--- src/rtl/sc_regentry_tracker_if.sv ---
// Goal-row entry tracker bus: frog position and restart in, entry status out.
interface sc_regentry_tracker_if;
  logic       SC_RegENTRY_clear_InLow;
  logic [2:0] SC_RegENTRY_frogRow_In;
  logic [2:0] SC_RegENTRY_frogCol_In;
  logic [1:0] SC_RegENTRY_numEntry_Out;
  logic       SC_RegENTRY_chgEntry_OutLow;
  logic [2:0] SC_RegENTRY_entryMap_Out;
  logic       SC_RegENTRY_frogReset_OutLow;
  logic       SC_RegENTRY_hitWall_OutLow;

  // Game side: drives position and restart, observes entry status.
  modport master (
    output SC_RegENTRY_clear_InLow,
    output SC_RegENTRY_frogRow_In,
    output SC_RegENTRY_frogCol_In,
    input  SC_RegENTRY_numEntry_Out,
    input  SC_RegENTRY_chgEntry_OutLow,
    input  SC_RegENTRY_entryMap_Out,
    input  SC_RegENTRY_frogReset_OutLow,
    input  SC_RegENTRY_hitWall_OutLow
  );

  // Tracker side.
  modport slave (
    input  SC_RegENTRY_clear_InLow,
    input  SC_RegENTRY_frogRow_In,
    input  SC_RegENTRY_frogCol_In,
    output SC_RegENTRY_numEntry_Out,
    output SC_RegENTRY_chgEntry_OutLow,
    output SC_RegENTRY_entryMap_Out,
    output SC_RegENTRY_frogReset_OutLow,
    output SC_RegENTRY_hitWall_OutLow
  );
endinterface

--- src/rtl/sc_regentry_tracker.sv ---
// Frogger goal-row entry tracker: records which of three goal entries are
// filled, pulses a change strobe to the level register on each new fill,
// asks the frog register to send the frog home, and flags bad landings.
module sc_regentry_tracker #(
  parameter logic [2:0] TOP_ROW    = 3'd0,
  parameter logic [2:0] ENTRY_COL0 = 3'd1,
  parameter logic [2:0] ENTRY_COL1 = 3'd3,
  parameter logic [2:0] ENTRY_COL2 = 3'd5
) (
  input logic                  SC_RegENTRY_CLOCK_50,
  input logic                  SC_RegENTRY_RESET_InLow,
  sc_regentry_tracker_if.slave bus
);

  typedef enum logic [1:0] {
    WATCH  = 2'd0,
    STROBE = 2'd1,
    HOLD   = 2'd2,
    CLEAR  = 2'd3
  } state_t;

  state_t     state_q;
  logic [2:0] map_q;
  logic [1:0] count_q;
  logic       chg_q;
  logic       frog_rst_q;
  logic       hit_q;

  logic       on_top;
  logic [2:0] col_hit;
  logic [2:0] fresh;
  logic       new_entry;
  logic       bad_landing;

  // Decode the frog position against the goal row and the unfilled entries.
  always_comb begin
    on_top      = (bus.SC_RegENTRY_frogRow_In == TOP_ROW);
    col_hit[0]  = (bus.SC_RegENTRY_frogCol_In == ENTRY_COL0);
    col_hit[1]  = (bus.SC_RegENTRY_frogCol_In == ENTRY_COL1);
    col_hit[2]  = (bus.SC_RegENTRY_frogCol_In == ENTRY_COL2);
    fresh       = col_hit & ~map_q;
    new_entry   = on_top && (fresh != 3'b000);
    bad_landing = on_top && (fresh == 3'b000);
  end

  // Entry FSM with registered strobes; restart wins over any arrival.
  always_ff @(posedge SC_RegENTRY_CLOCK_50) begin
    if (!SC_RegENTRY_RESET_InLow || !bus.SC_RegENTRY_clear_InLow) begin
      state_q    <= WATCH;
      map_q      <= 3'b000;
      count_q    <= 2'd0;
      chg_q      <= 1'b1;
      frog_rst_q <= 1'b1;
      hit_q      <= 1'b1;
    end else begin
      // Both strobes are single-cycle; they only go low on the WATCH exit.
      chg_q <= 1'b1;
      hit_q <= 1'b1;
      case (state_q)
        WATCH: begin
          if (new_entry) begin
            map_q      <= map_q | fresh;
            count_q    <= count_q + 2'd1;
            chg_q      <= 1'b0;
            frog_rst_q <= 1'b0;
            state_q    <= STROBE;
          end else if (bad_landing) begin
            hit_q      <= 1'b0;
            frog_rst_q <= 1'b0;
            state_q    <= HOLD;
          end
        end
        STROBE: begin
          frog_rst_q <= 1'b0;
          state_q    <= HOLD;
        end
        HOLD: begin
          // Wait for the frog register to move the frog off the goal row.
          if (!on_top) begin
            frog_rst_q <= 1'b1;
            state_q    <= (count_q == 2'd3) ? CLEAR : WATCH;
          end
        end
        CLEAR: begin
          // Count 3 stays visible through this cycle, then the row empties.
          map_q      <= 3'b000;
          count_q    <= 2'd0;
          frog_rst_q <= 1'b1;
          state_q    <= WATCH;
        end
        default: begin
          state_q    <= WATCH;
          frog_rst_q <= 1'b1;
        end
      endcase
    end
  end

  assign bus.SC_RegENTRY_numEntry_Out     = count_q;
  assign bus.SC_RegENTRY_entryMap_Out     = map_q;
  assign bus.SC_RegENTRY_chgEntry_OutLow  = chg_q;
  assign bus.SC_RegENTRY_frogReset_OutLow = frog_rst_q;
  assign bus.SC_RegENTRY_hitWall_OutLow   = hit_q;

endmodule

--- src/flat_wrapper.sv ---
// flat-port wrapper written by rule: the top's interface ports become plain ports
module sc_regentry_tracker_flat 
#(
  parameter logic [2:0] TOP_ROW    = 3'd0,
  parameter logic [2:0] ENTRY_COL0 = 3'd1,
  parameter logic [2:0] ENTRY_COL1 = 3'd3,
  parameter logic [2:0] ENTRY_COL2 = 3'd5
)
  (SC_RegENTRY_CLOCK_50, SC_RegENTRY_RESET_InLow, bus_SC_RegENTRY_clear_InLow, bus_SC_RegENTRY_frogRow_In, bus_SC_RegENTRY_frogCol_In, bus_SC_RegENTRY_numEntry_Out, bus_SC_RegENTRY_chgEntry_OutLow, bus_SC_RegENTRY_entryMap_Out, bus_SC_RegENTRY_frogReset_OutLow, bus_SC_RegENTRY_hitWall_OutLow);
  sc_regentry_tracker_if bus_i ();
  input logic SC_RegENTRY_CLOCK_50;
  input logic SC_RegENTRY_RESET_InLow;
  input wire logic [$bits(bus_i.SC_RegENTRY_clear_InLow)-1:0] bus_SC_RegENTRY_clear_InLow;
  input wire logic [$bits(bus_i.SC_RegENTRY_frogRow_In)-1:0] bus_SC_RegENTRY_frogRow_In;
  input wire logic [$bits(bus_i.SC_RegENTRY_frogCol_In)-1:0] bus_SC_RegENTRY_frogCol_In;
  output wire logic [$bits(bus_i.SC_RegENTRY_numEntry_Out)-1:0] bus_SC_RegENTRY_numEntry_Out;
  output wire logic [$bits(bus_i.SC_RegENTRY_chgEntry_OutLow)-1:0] bus_SC_RegENTRY_chgEntry_OutLow;
  output wire logic [$bits(bus_i.SC_RegENTRY_entryMap_Out)-1:0] bus_SC_RegENTRY_entryMap_Out;
  output wire logic [$bits(bus_i.SC_RegENTRY_frogReset_OutLow)-1:0] bus_SC_RegENTRY_frogReset_OutLow;
  output wire logic [$bits(bus_i.SC_RegENTRY_hitWall_OutLow)-1:0] bus_SC_RegENTRY_hitWall_OutLow;
  assign bus_i.SC_RegENTRY_clear_InLow = bus_SC_RegENTRY_clear_InLow;
  assign bus_i.SC_RegENTRY_frogRow_In = bus_SC_RegENTRY_frogRow_In;
  assign bus_i.SC_RegENTRY_frogCol_In = bus_SC_RegENTRY_frogCol_In;
  assign bus_SC_RegENTRY_numEntry_Out = bus_i.SC_RegENTRY_numEntry_Out;
  assign bus_SC_RegENTRY_chgEntry_OutLow = bus_i.SC_RegENTRY_chgEntry_OutLow;
  assign bus_SC_RegENTRY_entryMap_Out = bus_i.SC_RegENTRY_entryMap_Out;
  assign bus_SC_RegENTRY_frogReset_OutLow = bus_i.SC_RegENTRY_frogReset_OutLow;
  assign bus_SC_RegENTRY_hitWall_OutLow = bus_i.SC_RegENTRY_hitWall_OutLow;
  sc_regentry_tracker #(.TOP_ROW(TOP_ROW), .ENTRY_COL0(ENTRY_COL0), .ENTRY_COL1(ENTRY_COL1), .ENTRY_COL2(ENTRY_COL2)) u_core (.SC_RegENTRY_CLOCK_50(SC_RegENTRY_CLOCK_50), .SC_RegENTRY_RESET_InLow(SC_RegENTRY_RESET_InLow), .bus(bus_i));
endmodule
--- config.mk ---
export PLATFORM = sky130hd
export DESIGN_NAME = sc_regentry_tracker_flat
export DESIGN_NICKNAME = d
export VERILOG_FILES = /design/src/rtl/sc_regentry_tracker_if.sv /design/src/rtl/sc_regentry_tracker.sv /design/src/flat_wrapper.sv
export SDC_FILE = /design/constraint.sdc
export NUM_CORES = 1
export LEC_CHECK = 0
export CAP_MARGIN = 20
export CORE_MARGIN = 10
export CORE_UTILIZATION = 30
export DETAILED_ROUTE_END_ITERATION = 6
export PLACE_DENSITY = 0.68
export SYNTH_ARGS = -nofsm -noshare
export SYNTH_HDL_FRONTEND = slang
export SYNTH_SLANG_ARGS = --single-unit
--- constraint.sdc ---
create_clock -name SC_RegENTRY_CLOCK_50 -period 2.3 [get_ports SC_RegENTRY_CLOCK_50]
set_input_delay 0.46 -clock SC_RegENTRY_CLOCK_50 [delete_from_list [all_inputs] [get_ports SC_RegENTRY_CLOCK_50]]
set_output_delay 0.46 -clock SC_RegENTRY_CLOCK_50 [all_outputs]
set_load 0.01 [all_outputs]
==> results of run 1 <==
## flip-flops by register name, indices dropped and copies added, names as in the netlist
name and cells:
u_core.state_q 2, u_core.bus.SC_RegENTRY_hitWall_OutLow 1, u_core.bus.SC_RegENTRY_chgEntry_OutLow 1, u_core.bus.SC_RegENTRY_frogReset_OutLow 1
u_core.bus.SC_RegENTRY_numEntry_Out 2, u_core.bus.SC_RegENTRY_entryMap_Out 3
## worst max-delay path: cells and delay by family
kind / cells / cell delay (ns)
buffers and inverters: 1 / 0.42
AND/OR/NAND/NOR: 3 / 1.00
## per-layer routing
| layer | vias up | wire (µm) |
|---|---|---|
| met2 | 13 | 485 |
| met4 | 0 | 36 |
| met3 | 4 | 70 |
| met1 | 196 | 481 |
| met5 | - | 0 |
| li1 | 222 | - |
## cell usage in the layout, fill, tap and decap left out, types with 2 or more instances in the layout
| cell | instances |
|---|---|
| a31oi_1 | 2 |
| mux2i_1 | 3 |
| nor3_1 | 2 |
| a41oi_1 | 3 |
| clkdlybuf4s50_1 | 16 |
| nand2_1 | 4 |
| clkbuf_4 | 3 |
| nand3_1 | 3 |
| nor2_1 | 4 |
| inv_1 | 3 |
| dfxtp_1 | 10 |
## power groups by stage
stage / Clock (mW) / Combinational (mW) / Sequential (mW)
floorplan: 0 / 0.0157 / 0.181
global placement: 0 / 0.0392 / 0.180
detailed placement: 0 / 0.0394 / 0.180
CTS: 0.161 / 0.0397 / 0.176
global route: 0.173 / 0.0436 / 0.177
finish: 0.160 / 0.0398 / 0.176
## area by class of cell
type | count | area (µm²) | area share [%]
inverter | 3 | 11.3 | 1.69
sequential | 10 | 200 | 30.0
tap | 15 | 18.8 | 2.81
timing repair buffer | 16 | 160 | 24.0
multi-input combinational | 35 | 241 | 36.1
clock buffer | 4 | 36.3 | 5.43
## cell families (layout without fill, tap and decap cells)
family / Yosys count / in the layout / share of synthesized area, %
adder cells (fa/ha/maj): 1 / 1 / 2.76
AO/OA/AOI/OAI: 11 / 11 / 17.4
flip-flops: 10 / 10 / 44.2
multiplexers: 3 / 3 / 6.63
AND/OR/NAND/NOR: 20 / 20 / 26.5
buffers and inverters: 3 / 23 / 2.49
## through the flow
stage          setup slack (ns)  utilization, %  area [µm²]
3_5_place_dp              0.289            46.2         632
6_report                  0.573            48.9         668
5_1_grt                   0.476            48.9         668
4_1_cts                   0.572            48.9         668
2_1_floorplan             0.792               -         453
3_3_place_gp              0.318            46.2         632
## final timing paths
check	from	end
setup / recovery	bus_SC_RegENTRY_frogRow_In[1]	u_core.bus.SC_RegENTRY_chgEntry_OutLow
hold / removal	u_core.bus.SC_RegENTRY_numEntry_Out[0]	u_core.bus.SC_RegENTRY_numEntry_Out[0]
setup reg to reg	u_core.bus.SC_RegENTRY_entryMap_Out[0]	u_core.bus.SC_RegENTRY_numEntry_Out[1]
hold reg to reg	u_core.bus.SC_RegENTRY_numEntry_Out[0]	u_core.bus.SC_RegENTRY_numEntry_Out[0]
==> results.txt, run 1 <==
met2 track utilization from global routing - 9.76%
minimum setup slack among reg-to-reg paths - 1.05 ns
maximum clock skew at final layout - 0.00222 ns
EDFF count, synth - 0
peak clock frequency supported by timing - 579 MHz
Crit-path slowest cell - clkdlybuf4s50_1
flip-flop and latch count after synthesis - 10
number of buffer cells added on primary ports - 16
Seq pwr share - 46.9%
Core Area - 1370 µm²
number of instances in the placed design - 79
Clock Path Buffers - 2
total count of hold-check failures in the final report - 0
Final nets - 79
WL/cell - 12.9 µm
critical path peak fanout - 6
non-filler instance count after layout - 83
Inserted Diodes - 0
CTS Hold Buffers Added - 0
switching share of power - 22.1%
layout-stage area growth over the synthesis result - 47.5%
number of instances on the worst hold path - 2
TritonCTS sink count - 10
Post-Synthesis Cell Area - 453 µm²
worst slew margin relative to its limit - 72.6%
starting DRC count in detailed routing - 5
max capacitance violation total - 0
starting density of the core - 33.2%
data required time of the worst path - 2.45 ns
TritonCTS clock tree - yes
total power - 0.376 mW
Remaining Overflow, GRT - 0
arrival time at the worst endpoint - 1.88 ns
most common flop cell mapped by yosys - dfxtp_1
critical setup path kind - in -> reg
H-tree depth - 1
cell-internal power - 0.293 mW
largest net degree at the start of global routing - 9
worst hold slack - 0.502 ns
vias in the first global route - 424
Via Count - 435
number of iterations in the first detailed-routing pass - 4
overall track demand over capacity in global routing - 6.63%
library cell with the highest instance count after synthesis - dfxtp_1
category of the worst setup path capture point - register
unrepaired setup endpoints after global routing - no
Power per Cell Area - 563 nW/µm²
biggest area consumer among synthesized cells - dfxtp_1
Num CTS Buffers - 3
slew at the pin closest to its max-slew limit - 0.407 ns
antenna violations before repair - 0
most frequent cells after synthesis - dfxtp_1, nand2_1, nor2_1
worst vdd rail ir drop - 0.439 mV
clock latency at the later pin of the worst-skew pair - 0.27 ns
FF-to-FF path depth - 4
clock-pin slew on the worst setup and hold paths - 0.07 ns
Warnings, synthesis - 0
chip width - 58.9 µm
drt total wl - 1070 µm
leakage power of the design - 0.252 nW
half-perimeter wire length after placement - 867 µm
asr flop ratio synth - 0%
number of endpoints failing setup at the final stage - 0
count of unique library cells instantiated by Yosys - 23
proportion of layout cells with a drive suffix above 1 - 10.3%
CTS-repair resized insts - 0
post-synth top area share - 44.2%
Hold WC Path Type - reg -> reg
number of nets produced by synthesis - 58
post-CTS setup repair buffer count - 0
busiest metal layer after global routing - met2
proportion of power drawn by combinational gates - 10.6%
Final Max Slew Viols - 0
clock root buffer - clkbuf_4
row count - 13
number of nets still failing antenna checks after routing - 0
critical path launch point type - primary input
Synth Area per Inst - 9.44 µm²
period utilization - 75.1%
y dimension of the die - 58.9 µm
summed negative setup slack over all endpoints - 0 ns
Fillers - 146
number of vias per cell - 5.24
cell types with the largest area share after synthesis - dfxtp_1, mux2i_1, a41oi_1
net switching power - 0.0830 mW
global-route wire length before repair - 1840 µm
largest incremental delay on the critical path - 0.42 ns
final worst path period need - 1.73 ns
met1 global-route usage - 7.65%
status - complete, no violations
Synth Instances - 48
met3 demand-to-capacity share in global routing - 2.36%
last weighted congestion value of the routability-driven placer - 0.807
sequential area share after synthesis - 44.2%
post-detailed-route DRC marker count - 0
crit path cell chain - clkdlybuf4s50_1 > or3_4 > nor3_4 > or3b_1
Clk network pwr share - 42.5%
number of placed I/O pins - 17
Die Outline Area - 3460 µm²
Note: power is estimated with default switching activity, not from simulation.
==> run 2: changes to the inputs <==
Settings changed: PLACE_DENSITY 0.68 to 0.7.
Clock period 2.3 ns to 1.55 ns, I/O delays scaled along.
==> run 2 against run 1 <==
Effect of this change:
- die area is the same
- final area grew 14%
- wire length grew 8.0%
- largest power group unchanged
- core utilization grew 6.7 points
==> results.txt, run 2 (synthesis results as in run 1) <==
Clock Path Buffers - 2
number of vias per cell - 4.89
clock-pin slew on the worst setup and hold paths - 0.07 ns
placed inst area - 707 µm²
largest incremental delay on the critical path - 0.55 ns
arrival time at the worst endpoint - 1.18 ns
critical path peak fanout - 3
slew at the pin closest to its max-slew limit - 0.334 ns
leakage power of the design - 0.360 nW
crit path cell chain - clkdlybuf4s50_1
y dimension of the die - 58.9 µm
number of instances in the placed design - 89
Via Count - 450
max capacitance violation total - 0
critical setup path kind - reg -> out
period utilization - 96.2%
Fillers - 132
unrepaired setup endpoints after global routing - no
data required time of the worst path - 1.24 ns
number of placed I/O pins - 17
half-perimeter wire length after placement - 964 µm
layout-stage area growth over the synthesis result - 67.7%
starting DRC count in detailed routing - 3
row count - 13
proportion of layout cells with a drive suffix above 1 - 23.4%
commonest non-fill, non-tap cells in the layout - clkdlybuf4s50_1, dfxtp_1, buf_4
peak clock frequency supported by timing - 671 MHz
number of nets still failing antenna checks after routing - 0
Hold WC Path Type - reg -> reg
most common cell after layout, fill and taps aside - clkdlybuf4s50_1
global-route wire length before repair - 1860 µm
chip width - 58.9 µm
status - complete, no violations
Num CTS Buffers - 3
number of flip-flops under the largest register name - 3
final non-filler cell area - 759 µm²
number of iterations in the first detailed-routing pass - 3
Core Area - 1370 µm²
Die Outline Area - 3460 µm²
TritonCTS clock tree - yes
total count of hold-check failures in the final report - 0
category of the worst setup path capture point - output pin
drt total wl - 1160 µm
largest net degree at the start of global routing - 9
vias in the first global route - 432
Inserted Diodes - 0
H-tree depth - 1
Crit-path slowest cell - clkdlybuf4s50_1
TritonCTS sink count - 10
WL/cell - 12.6 µm
last weighted congestion value of the routability-driven placer - 0.711
Final Max Slew Viols - 0
number of endpoints failing setup at the final stage - 0
number of buffer cells added on primary ports - 16
antenna violations before repair - 0
Final nets - 89
logic depth of the worst path, buffers included - 1
critical path's top delay family - buffers and inverters
worst hold slack - 0.481 ns
starting density of the core - 33.2%
clock root buffer - clkbuf_4
Detail Route met2 WL - 481 µm
FF-to-FF path depth - 4
M1 WL - 552 µm
Remaining Overflow, GRT - 0
Top Metal Used - met4
number of instances on the worst hold path - 2
critical path launch point type - register
clock latency at the later pin of the worst-skew pair - 0.27 ns
Power per Cell Area - 685 nW/µm²
final worst path period need - 1.49 ns
worst slew margin relative to its limit - 77.4%
maximum clock skew at final layout - 0.00662 ns
non-filler instance count after layout - 92
overall track demand over capacity in global routing - 6.96%
wire length on met3 - 102 µm
worst vdd rail ir drop - 0.403 mV
post-detailed-route DRC marker count - 0
sum of buffers and inverters on the critical path - 1
post-CTS setup repair buffer count - 0
-- run 2: what timing repair did --
item / 4_1_cts / 5_1_grt
endpoints found under the setup margin: 0 / 5
hold buffers: 0 / 0
resized for setup: 0 / 8
-- run 2: cell type report --
type,instances,area [µm²],share of cell area [%]
clock buffers,3,22.5,2.97
multi-input cells,35,255,33.6
well taps,15,18.8,2.47
flip-flops and latches,10,200,26.4
repair buffers,26,251,33.1
inverters,3,11.3,1.48
-- run 2: power by group --
part	leakage, nW	switching [mW]	internal, mW	total [mW]
sequential	0.0808	0.00240	0.259	0.262
clock	0.0138	0.0894	0.0898	0.179
combinational	0.265	0.0310	0.0483	0.0793
total	0.360	0.123	0.397	0.520
-- run 2: worst paths after layout --
check	startpoint	endpoint	slack, ns
max	u_core.bus.SC_RegENTRY_entryMap_Out[2]	bus_SC_RegENTRY_entryMap_Out[2]	0.06
min	u_core.bus.SC_RegENTRY_numEntry_Out[1]	u_core.bus.SC_RegENTRY_numEntry_Out[1]	0.48
max reg2reg	u_core.bus.SC_RegENTRY_entryMap_Out[2]	u_core.bus.SC_RegENTRY_numEntry_Out[0]	0.29
min reg2reg	u_core.bus.SC_RegENTRY_numEntry_Out[1]	u_core.bus.SC_RegENTRY_numEntry_Out[1]	0.48
-- run 2: worst min-delay path: stages, from the launching register on --
cell,delay [ns]
dfxtp_1,0.32
nand2_1,0.06
mux2i_1,0.06
-- run 2: per-layer routing --
metal	global-route usage, %	vias to the layer above
li1	-	240
met1	8.34	196
met2	8.86	12
met3	3.43	2
met4	5.90	0
met5	0	-
-- run 2: through the flow --
step                utilization (%)  setup WS (ns)  power (mW)  TNS (ns)
detailed placement             51.7         -0.248       0.345     -1.66
finish                         55.6         0.0588       0.520         0
floorplan                         -          0.192       0.292         0
CTS                            53.4         0.0139       0.526         0
global placement               51.7         -0.218       0.344     -1.49
global route                   55.6         0.0238       0.543         0
==> RTL edit (settings of run 2) <==
Re-encode `state_t` (4 states) as Gray code, 2 bits wide.
--- a/src/rtl/sc_regentry_tracker.sv
+++ b/src/rtl/sc_regentry_tracker.sv
@@ -14,8 +14,8 @@
 
   typedef enum logic [1:0] {
-    WATCH  = 2'd0,
-    STROBE = 2'd1,
-    HOLD   = 2'd2,
-    CLEAR  = 2'd3
+    WATCH  = 2'b00,
+    STROBE = 2'b01,
+    HOLD   = 2'b11,
+    CLEAR  = 2'b10
   } state_t;
 
Check against the original RTL: same outputs for any inputs over 10 cycles, from zero or initial values; not proved beyond that.
==> RTL edit against run 2 <==
  * Setup slack worse by 0.0057 ns
  * Cell count up 8.7%
  * Maximum frequency down 0.38%
  * Routed wire length up 32%
  * Largest cell class is now buffers
  * Non-clock buffer count up 6
  * Register-to-register slack worse by 0.20 ns
  * Clock skew up 0.0013 ns
  * Sequential share of layout area down 2.5 points
  * Clock power up 32%
  * Cell area up 11%
  * Power up 15%
  * Area after synthesis up 1.7%
  * Sequential cell count unchanged
==> RTL edit: results (changes against run 2) <==
Worst IR drop on VDD: 0.0006120 V (was 0.0004034 V). The tools report the first element of the critical path as u_core.bus.SC_RegENTRY_frogReset_OutLow$_SDFFE_PP1P_ (was u_core.bus.SC_RegENTRY_entryMap_Out[2]$_SDFFE_PP0P_). The tools report the end of the worst hold path as u_core.bus.SC_RegENTRY_entryMap_Out[0]$_SDFFE_PP0P_ (was u_core.bus.SC_RegENTRY_numEntry_Out[1]$_SDFFE_PP0P_). The type of the tightest min-delay check was input pin to flop (was flop to flop). The run finished with clean final reports. The launch instance of the worst register-to-register path was u_core.bus.SC_RegENTRY_entryMap_Out[0]$_SDFFE_PP0P_ (was u_core.bus.SC_RegENTRY_entryMap_Out[2]$_SDFFE_PP0P_). Total met2 wirelength after detailed routing: 851 um (was 481 um). The compound-gate portion of the synthesized area is 19.84% (was 17.40%). The tools report the number of core rows as 14 (was 13). The run gives 60 (was 58) as the net count of the mapped netlist. The setup slack of the critical path after layout is 0.05317 ns (was 0.05883 ns), and the multi-input gate share of total cell area is 33.38% (was 33.61%). Global-route wire length before repair: 2394 um (was 1863 um). The via count of the first global-routing pass is 547 (was 432), and the fraction of area in registers is 23.85% (was 26.36%). For the fraction of met3 tracks used by global routing, the log shows 3.863% (was 3.433%). The proportion of layout cells with a drive suffix above 1 is 33.33% (was 23.38%). For the static leakage, the log shows 0.3919 nW (was 0.3597 nW). Most numerous cell types in the synthesized netlist: sky130_fd_sc_hd__dfxtp_1 (10), sky130_fd_sc_hd__nand2_1 (7), sky130_fd_sc_hd__a21oi_1 (5) (was sky130_fd_sc_hd__dfxtp_1 (10), sky130_fd_sc_hd__nand2_1 (4), sky130_fd_sc_hd__nor2_1 (4)).

The run gives 96 um (was 102 um) as the met3 wire length. The clock skew was 0.007921 ns (was 0.006623 ns). End point of the critical path: bus_SC_RegENTRY_frogReset_OutLow (was bus_SC_RegENTRY_entryMap_Out[2]). The number of clock buffer instances in the layout is 4 (was 3). The logs give 4 (was 3) for the detailed-routing iteration count for the pre-antenna-repair pass and 133 (was 132) for the fill cell instance count of the final layout.

The tools report the hold path startpoint as bus_SC_RegENTRY_frogCol_In[1] (was u_core.bus.SC_RegENTRY_numEntry_Out[1]$_SDFFE_PP0P_). The met2 track utilization from global routing was 16.07% (was 8.859%); the portion of the layout cell area used by clock cells was 4.322% (was 2.965%). The endpoint of the worst-slack reg-to-reg timing path is u_core.bus.SC_RegENTRY_entryMap_Out[0]$_SDFFE_PP0P_ (was u_core.bus.SC_RegENTRY_numEntry_Out[0]$_SDFFE_PP0P_). The logs give 280.3 um^2 (was 255.2 um^2) for the combined area of the multi-input logic cells and 549 um (was 552 um) for the wire length on met1.

For the number of instances in the placed design, the log shows 90 (was 89). The post-cts gate resize count was 10 (was 0); the adder and majority cell fraction of the synthesized area was 2.717% (was 2.762%). The fraction of area in non-clock buffers works out to 34.72% (was 33.11%). Setup slack at placement: -0.4861 ns (was -0.2478 ns).
==> RTL edit: cell types whose count changed in the layout (fill, tap and decap cells not counted), sizes merged, moves of 3 or more <==
cell | before | now
nor2 | 4 | 1
dlygate4sd2 | 0 | 4
a41oi | 3 | 0
a32o | 0 | 3
nand3 | 3 | 0
a21oi | 1 | 5
buf | 10 | 16
nand2 | 4 | 7
clkdlybuf4s50 | 11 | 7
==> RTL edit: logic make-up (layout without fill, tap and decap cells) <==
kind of cell	count (synthesis)	in the layout
adder cells (fa/ha/maj)	1	1
multiplexers	1	1
AO/OA/AOI/OAI	13	13
buffers and inverters	5	39
flip-flops	10	10
AND/OR/NAND/NOR	20	20
==> RTL edit: report_power, final <==
part / total, mW / internal [mW] / switching (mW) / leakage (nW)
Combinational: 0.0962 / 0.0566 / 0.0396 / 0.290
Clock: 0.237 / 0.143 / 0.0939 / 0.0210
Sequential: 0.265 / 0.260 / 0.00501 / 0.0809
Total: 0.598 / 0.459 / 0.138 / 0.392
